$ cat src/rtl/d_in_debounce_sync.sv
// ----------------------------------------------------------------------------
// d_in_debounce_sync
//
// Purpose:
//   Conditions an asynchronous, bouncy level (switch, button or external pin)
//   before it reaches the d input of a downstream flip-flop stage. The raw
//   level is first passed through a SYNC_STAGES-deep synchroniser. A small
//   two-state FSM then accepts a change of level only after the synchronised
//   value has differed from the current clean level for STABLE_CYCLES
//   consecutive enabled samples. The module also emits one-cycle rise/fall
//   strobes that coincide with the first cycle of the new clean level.
//
// Parameters:
//   SYNC_STAGES   - synchroniser depth (>= 2)
//   CNT_W         - width of the qualification counter
//   STABLE_CYCLES - enabled samples needed to accept a change
//                   (1 <= STABLE_CYCLES < 2**CNT_W)
//   RST_VAL       - reset value of the synchroniser chain and d_clean
//
// Ports:
//   clk     in  - single clock, all state updates on posedge
//   rst     in  - asynchronous reset, active low (0 = reset)
//   d_raw   in  - asynchronous raw input level
//   en      in  - sample-enable tick; tie high to sample on every clock
//   d_clean out - debounced, synchronised level (feeds the D-FF d input)
//   rise    out - one-clock pulse when d_clean goes 0->1
//   fall    out - one-clock pulse when d_clean goes 1->0
//   busy    out - high while a candidate change is being qualified
//
// All outputs come straight from flops; there is no combinational path from
// d_raw to any output.
// ----------------------------------------------------------------------------
module d_in_debounce_sync #(
  parameter int   SYNC_STAGES   = 2,
  parameter int   CNT_W         = 16,
  parameter int   STABLE_CYCLES = 4,
  parameter logic RST_VAL       = 1'b0
) (
  input  logic clk,
  input  logic rst,
  input  logic d_raw,
  input  logic en,
  output logic d_clean,
  output logic rise,
  output logic fall,
  output logic busy
);

  typedef enum logic {
    IDLE = 1'b0,
    WAIT = 1'b1
  } state_t;

  // Terminal count: a change is accepted on the sample where the counter
  // already holds STABLE_CYCLES-1, i.e. the STABLE_CYCLES-th differing sample.
  localparam logic [CNT_W-1:0] LAST_CNT = CNT_W'(STABLE_CYCLES - 1);
  localparam logic [CNT_W-1:0] ONE_CNT  = CNT_W'(1);

  logic [SYNC_STAGES-1:0] sync_q, sync_d;
  logic                   d_sync;

  state_t                 state_q, state_d;
  logic [CNT_W-1:0]       cnt_q, cnt_d;
  logic                   d_clean_q, d_clean_d;
  logic                   rise_q, rise_d;
  logic                   fall_q, fall_d;

  // Synchroniser shift register: shifts every clock, independent of en, so
  // the metastability settling time is never stretched by the enable tick.
  always_comb begin
    sync_d = {sync_q[SYNC_STAGES-2:0], d_raw};
  end

  assign d_sync = sync_q[SYNC_STAGES-1];

  // Qualification FSM. Nothing advances on en=0 cycles; the strobes default
  // low so they only ever fire on the single cycle of an acceptance.
  always_comb begin
    state_d   = state_q;
    cnt_d     = cnt_q;
    d_clean_d = d_clean_q;
    rise_d    = 1'b0;
    fall_d    = 1'b0;

    if (en) begin
      case (state_q)
        IDLE: begin
          if (d_sync != d_clean_q) begin
            if (STABLE_CYCLES == 1) begin
              // A single sample is enough: accept without visiting WAIT.
              d_clean_d = d_sync;
              rise_d    = d_sync;
              fall_d    = ~d_sync;
            end else begin
              state_d = WAIT;
              cnt_d   = ONE_CNT;
            end
          end
        end

        WAIT: begin
          if (d_sync == d_clean_q) begin
            // Input went back before qualifying: treat it as a glitch.
            state_d = IDLE;
            cnt_d   = '0;
          end else if (cnt_q == LAST_CNT) begin
            state_d   = IDLE;
            cnt_d     = '0;
            d_clean_d = d_sync;
            rise_d    = d_sync;
            fall_d    = ~d_sync;
          end else begin
            cnt_d = cnt_q + ONE_CNT;
          end
        end

        default: begin
          state_d = IDLE;
          cnt_d   = '0;
        end
      endcase
    end
  end

  // State registers with asynchronous active-low reset; a reset discards any
  // qualification in progress and restarts the synchroniser from RST_VAL.
  always_ff @(posedge clk or negedge rst) begin
    if (!rst) begin
      sync_q    <= {SYNC_STAGES{RST_VAL}};
      state_q   <= IDLE;
      cnt_q     <= '0;
      d_clean_q <= RST_VAL;
      rise_q    <= 1'b0;
      fall_q    <= 1'b0;
    end else begin
      sync_q    <= sync_d;
      state_q   <= state_d;
      cnt_q     <= cnt_d;
      d_clean_q <= d_clean_d;
      rise_q    <= rise_d;
      fall_q    <= fall_d;
    end
  end

  assign d_clean = d_clean_q;
  assign rise    = rise_q;
  assign fall    = fall_q;
  // state_q is itself a flop, so busy is a registered, glitch-free signal.
  assign busy    = (state_q == WAIT);

endmodule

$ cat config.mk
export PLATFORM = sky130hd
export DESIGN_NAME = d_in_debounce_sync
export DESIGN_NICKNAME = d
export VERILOG_FILES = /design/src/rtl/d_in_debounce_sync.sv
export SDC_FILE = /design/constraint.sdc
export NUM_CORES = 1
export LEC_CHECK = 0
export CAP_MARGIN = 20
export CELL_PAD_IN_SITES_DETAIL_PLACEMENT = 0
export CELL_PAD_IN_SITES_GLOBAL_PLACEMENT = 1
export CORE_UTILIZATION = 40
export DETAILED_ROUTE_END_ITERATION = 6
export MAX_ROUTING_LAYER = met4
export PLACE_DENSITY = 0.83
export SETUP_SLACK_MARGIN = 0.3
export SLEW_MARGIN = 5
export SYNTH_ARGS = -nofsm -noshare
export SYNTH_HDL_FRONTEND = slang
export SYNTH_SLANG_ARGS = --single-unit
$ cat constraint.sdc
create_clock -name clk -period 1.9 [get_ports clk]
set_input_delay 0.475 -clock clk [delete_from_list [all_inputs] [get_ports clk]]
set_output_delay 0.475 -clock clk [all_outputs]
set_load 0.1 [all_outputs]
**Word level (Yosys, flattened, before mapping)**

Index checks and enable logic that the tools add are counted.

- Register bits after elaboration: 22
- Latch bits: 0
- Bits in writable memories: 0
- Bits in read-only memories: 0
- Output and inout bits: 4
- Word-level logic and storage cells: 32
- Memories: 0

- Add/sub/neg operators: 1
- Multipliers: 0
- Divide/modulo/power cells: 0
- Order comparisons: 0
- Equal/unequal tests: 4
- Shift-type cells: 0
- Mux-type cells: 16
- Bitwise gates (word level): 3
- Reduce and logical (&&, ||, !) cells: 2

Operators by type and width:

| cell | number |
|---|---|
| 16-bit two-way mux | 3 |
| 16-bit case mux with 2 select lines | 1 |
| 16-bit by 1-bit adder with 16-bit output (second input constant) | 1 |
| 16-bit by 2-bit == test with 1-bit output (second input constant) | 1 |
| 1-bit two-way mux | 11 |
| 4-bit AND reduction | 1 |
| 1-bit inverter | 3 |
| 2-bit inequality test (second input constant) | 1 |
| 1-bit case mux with 2 select lines | 1 |
| 2-bit AND reduction | 1 |
| 1-bit == test | 1 |
| 1-bit inequality test | 1 |

**Depth between registers and ports, before layout**

- Word-level depth: 5
- Mapped depth: 8
- Depth with buffers taken out: 6

**Worst setup path before layout**

Ideal clock, no wire load.

- Kind: reg-to-reg
- Start point: register d_clean_q (netlist: d_clean)
- End point: register cnt_q[11]
- Library setup time: 0.082 ns
- Data arrival time: 2.060 ns
- Data required time: 1.818 ns
- Setup slack: -0.242 ns
- Stages on the path, launching flop included: 5
- Path buffers: 0
- Clock period less this slack: 2.142 ns
- Path through: dfrtp_1 -> xor2_2 -> nand2_1 -> or3_2 -> a31oi_1

- Cells in the longest elaborated chain, start to end: 3
- Elaborated cells on any way between the ends: 6

Ends and longest elaborated chain:

| element | line | text |
|---|---|---|
| from (decl) | 64 | `logic d_clean_q, d_clean_d;` |
| from (signal assigned) | 139 | `d_clean_q <= d_clean_d;` |
| 1-bit == test / 1-bit inequality test (equally long branches) | 102, 88 |  |
| 16-bit two-way mux / 2-bit inequality test (equally long branches) | - |  |
| 16-bit case mux with 2 select lines / 2-bit AND reduction (equally long branches) | - |  |
| to (signal assigned) | 138 | `cnt_q <= cnt_d;` |
| to (decl) | 63 | `logic [CNT_W-1:0] cnt_q, cnt_d;` |

Several ways; a longest one is shown, not always the timed one.
A chain may end at the register's enable or synchronous reset.

**Worst setup path in the final report**

- Start point: register cnt_q[5]
- End point: register cnt_q[7]

- Cells in the longest elaborated chain, start to end: 4
- Elaborated cells on any way between the ends: 5

Ends and longest elaborated chain:

| element | line | text |
|---|---|---|
| 16-bit by 1-bit adder with 16-bit output / 16-bit by 2-bit == test with 1-bit output (equally long branches) | 113, 106 |  |
| 16-bit two-way mux * | 106 | `end else if (cnt_q == LAST_CNT) begin` |
| 16-bit two-way mux * | 102 | `if (d_sync == d_clean_q) begin` |
| 16-bit case mux with 2 select lines * | 86 | `case (state_q)` |

Mark *: on every way between the ends. The rest lies on a longest branch, timed or not.

==> flow_summary.json <==
{
  "status": "completed",
  "grt_max_degree": 23,
  "port_buffers": 7,
  "setup_viol": 0,
  "cp.required_ns": 2.11,
  "slew_headroom": 0.7723,
  "grt_pass1_vias": 1073,
  "ff2ff_path_depth": 5,
  "max_freq_mhz": 592.9,
  "r2r_slack_ns": 0.21,
  "yosysTopAreaCellShare": 0.4701,
  "clock-sinks": 22,
  "gp_congestion": 0.8533,
  "num_vias": 1056,
  "power.density_nw_per_um2": 910.8,
  "cp.depth": 5,
  "cp.arrival_ns": 1.89,
  "mostFrequentLayoutCell": "buf_4",
  "grt_pass1_wl_mm": 4.892,
  "yosys-top-cells-area": "dfrtp_1 47%, a21oi_1 4.7%, nand2_1 4.5%",
  "grt_antenna_before_repair": 0,
  "htreeDepth": 1,
  "clockRootBuffer": "clkbuf_4",
  "crit_family": "simple AND/OR/NAND/NOR gates",
  "r2r_start": "cnt_q[5]$_DFFE_PN0P_",
  "ys_seq_elements": 22,
  "drt-wirelength-per-cell_um": 15.60,
  "ys_warn_count": 0,
  "ys_seq_area_frac": 0.4701,
  "ctsLongestPathBuffers": 2,
  "syn_area_per_cell_um2": 9.599,
  "dr.pass1.iters": 5,
  "die_w_um": 56.11,
  "hold_class": "reg -> reg",
  "worst-path-max-fanout": 6,
  "syn_inst": 122,
  "cts_buffers": 3,
  "tritoncts": "built",
  "startpoint_type": "register",
  "rr_endpoint": "cnt_q[7]$_DFFE_PN0P_",
  "synth_top_cell_by_area": "dfrtp_1",
  "endpoint": "cnt_q[7]$_DFFE_PN0P_",
  "overflow": 0,
  "path_clk_slew_ns": 0.12,
  "p_leak_nw": 0.6410,
  "syn-cell-area_um2": 1171,
  "std_cell_rows": 19,
  "period_needed_ns": 1.687,
  "drc_errors": 0,
  "cap_violations": 0,
  "track_usage": 0.2036,
  "ant_nets": 0,
  "path_class": "reg -> reg",
  "core_um2": 2758,
  "vias_per_cell": 5.867,
  "clk_latency_ns": 0.31,
  "timing.final.crit_share": 0.8877,
  "end_kind": "register",
  "io_pins": 8,
  "nNetsFinal": 156,
  "skew_ns": 0.005215,
  "start_util": 0.4247,
  "critPathMaxStageDelay_ns": 0.48,
  "drive_gt1_frac": 0.3826,
  "holdWs_ns": 0.3679,
  "peakVddDrop_mv": 0.8417,
  "crit_start": "cnt_q[5]$_DFFE_PN0P_",
  "rsz0062_at_grt": "true",
  "layout_common_cells": "19 x buf_4, 17 x dfrtp_1, 13 x nand2_1",
  "dieArea_um2": 3148,
  "synth_fp_nets": 127,
  "routed_wl_mm": 2.808,
  "drt_iter0_markers": 24,
  "syn2layout_area_growth_pct": 35.26,
  "die_h_um": 56.11,
  "crit_buf_inv": 0,
  "dpl.hpwl_mm": 1.994,
  "tns_ns": 0,
  "hold_violations": 0,
  "crit_path_top_delay_cell": "dfrtp_2",
  "slew_viol_final": 0,
  "worst_pin_slew_ns": 0.3403,
  "num_antenna_cells": 0,
  "path_cells": "nor4b_4, and4_4, nor2_4, a21o_2, a22o_1",
  "ys_types": 35
}
## where the power goes
| group | internal, mW | total, mW | leakage [nW] | switching, mW |
|---|---|---|---|---|
| logic | 0.307 | 0.648 | 0.339 | 0.342 |
| registers | 0.512 | 0.580 | 0.289 | 0.0677 |
| clock network | 0.0741 | 0.214 | 0.0138 | 0.140 |
## cells in the mapped netlist, drive strengths merged
master  instances
nor4b           1
o21a            1
and4            1
nand3           8
ha              1
a41oi           1
o21ai           7
nor4            5
nor2           11
o211ai          1
buf             4
nand4           4
nor3            3
mux2            1
a21oi          11
and3            2
o31ai           1
a31oi           7
or3             3
a22o            1
dfrtp          22
a311oi          1
inv             2
and2            1
nand2          14
mux2i           4
xor2            1
a21o            3
## timing repair
action                     CTS  global route
pin swaps                    5             3
setup endpoints to repair   16            17
buffers inserted             7             1
gates resized for setup     16             3
hold buffers                 0             0
## state kept, by name, indices dropped and copies added (netlist names)
name and count:
rise 1, fall 1, sync_q 2, d_clean 1
busy 1, cnt_q 16
## cell type report
| cell class | count | area, um2 |
|---|---|---|
| Fill cell | 225 | 1174 |
| Multi-Input combinational cell | 94 | 680.7 |
| Sequential cell | 22 | 559.3 |
| Timing Repair Buffer | 28 | 275.3 |
| Tap cell | 31 | 38.79 |
| Clock buffer | 3 | 22.52 |
| Inverter | 2 | 7.507 |
## worst min-delay path by stage
stage                             start                  end  depth (start not counted)
CTS                 sync_q[0]$_DFF_PN0_  sync_q[1]$_DFF_PN0_                          0
global placement    sync_q[0]$_DFF_PN0_  sync_q[1]$_DFF_PN0_                          0
detailed placement  sync_q[0]$_DFF_PN0_  sync_q[1]$_DFF_PN0_                          0
global route        sync_q[0]$_DFF_PN0_  sync_q[1]$_DFF_PN0_                          0
floorplan                           rst     busy$_DFFE_PN0P_                          0
finish              sync_q[0]$_DFF_PN0_  sync_q[1]$_DFF_PN0_                          0
## stage by stage
stage / power (mW) / util / instances / setup WS [ns] / area [um2]
2_1_floorplan: 0.9490 / - / 122 / 0.2202 / 1225
3_3_place_gp: 1.110 / 0.5186 / 169 / 0.08422 / 1430
3_5_place_dp: 1.129 / 0.5186 / 169 / 0.02963 / 1430
4_1_cts: 1.423 / 0.5662 / 179 / 0.2288 / 1562
5_1_grt: 1.516 / 0.5744 / 180 / 0.1290 / 1584
6_report: 1.443 / 0.5744 / 180 / 0.2133 / 1584
## cell families (layout without fill, tap and decap cells)
family,count (synthesis),in the layout,synth area share
AO/OA/AOI/OAI,34,34,0.1763
XOR/XNOR,1,1,0.01389
adder cells (fa/ha/maj),1,1,0.01068
buffers and inverters,6,33,0.04167
flip-flops,22,22,0.4701
multiplexers,5,5,0.04380
AND/OR/NAND/NOR,53,53,0.2436
## worst register-to-register path, cell delays in order (launching register included)
cell and delay, ns:
dfrtp_2 0.48, nor4b_4 0.32, and4_4 0.32, nor2_4 0.06, a21o_2 0.20, a22o_1 0.20
## metal layers
| metal | up-vias | wire (um) | GRT usage |
|---|---|---|---|
| li1 | 513 | - | - |
| met1 | 517 | 1353 | 0.2601 |
| met2 | 22 | 1303 | 0.3197 |
| met3 | 4 | 123 | 0.05116 |
| met4 | 0 | 28 | 0.06272 |
| met5 | - | 0 | - |
Note: power is estimated with default switching activity, not from simulation.
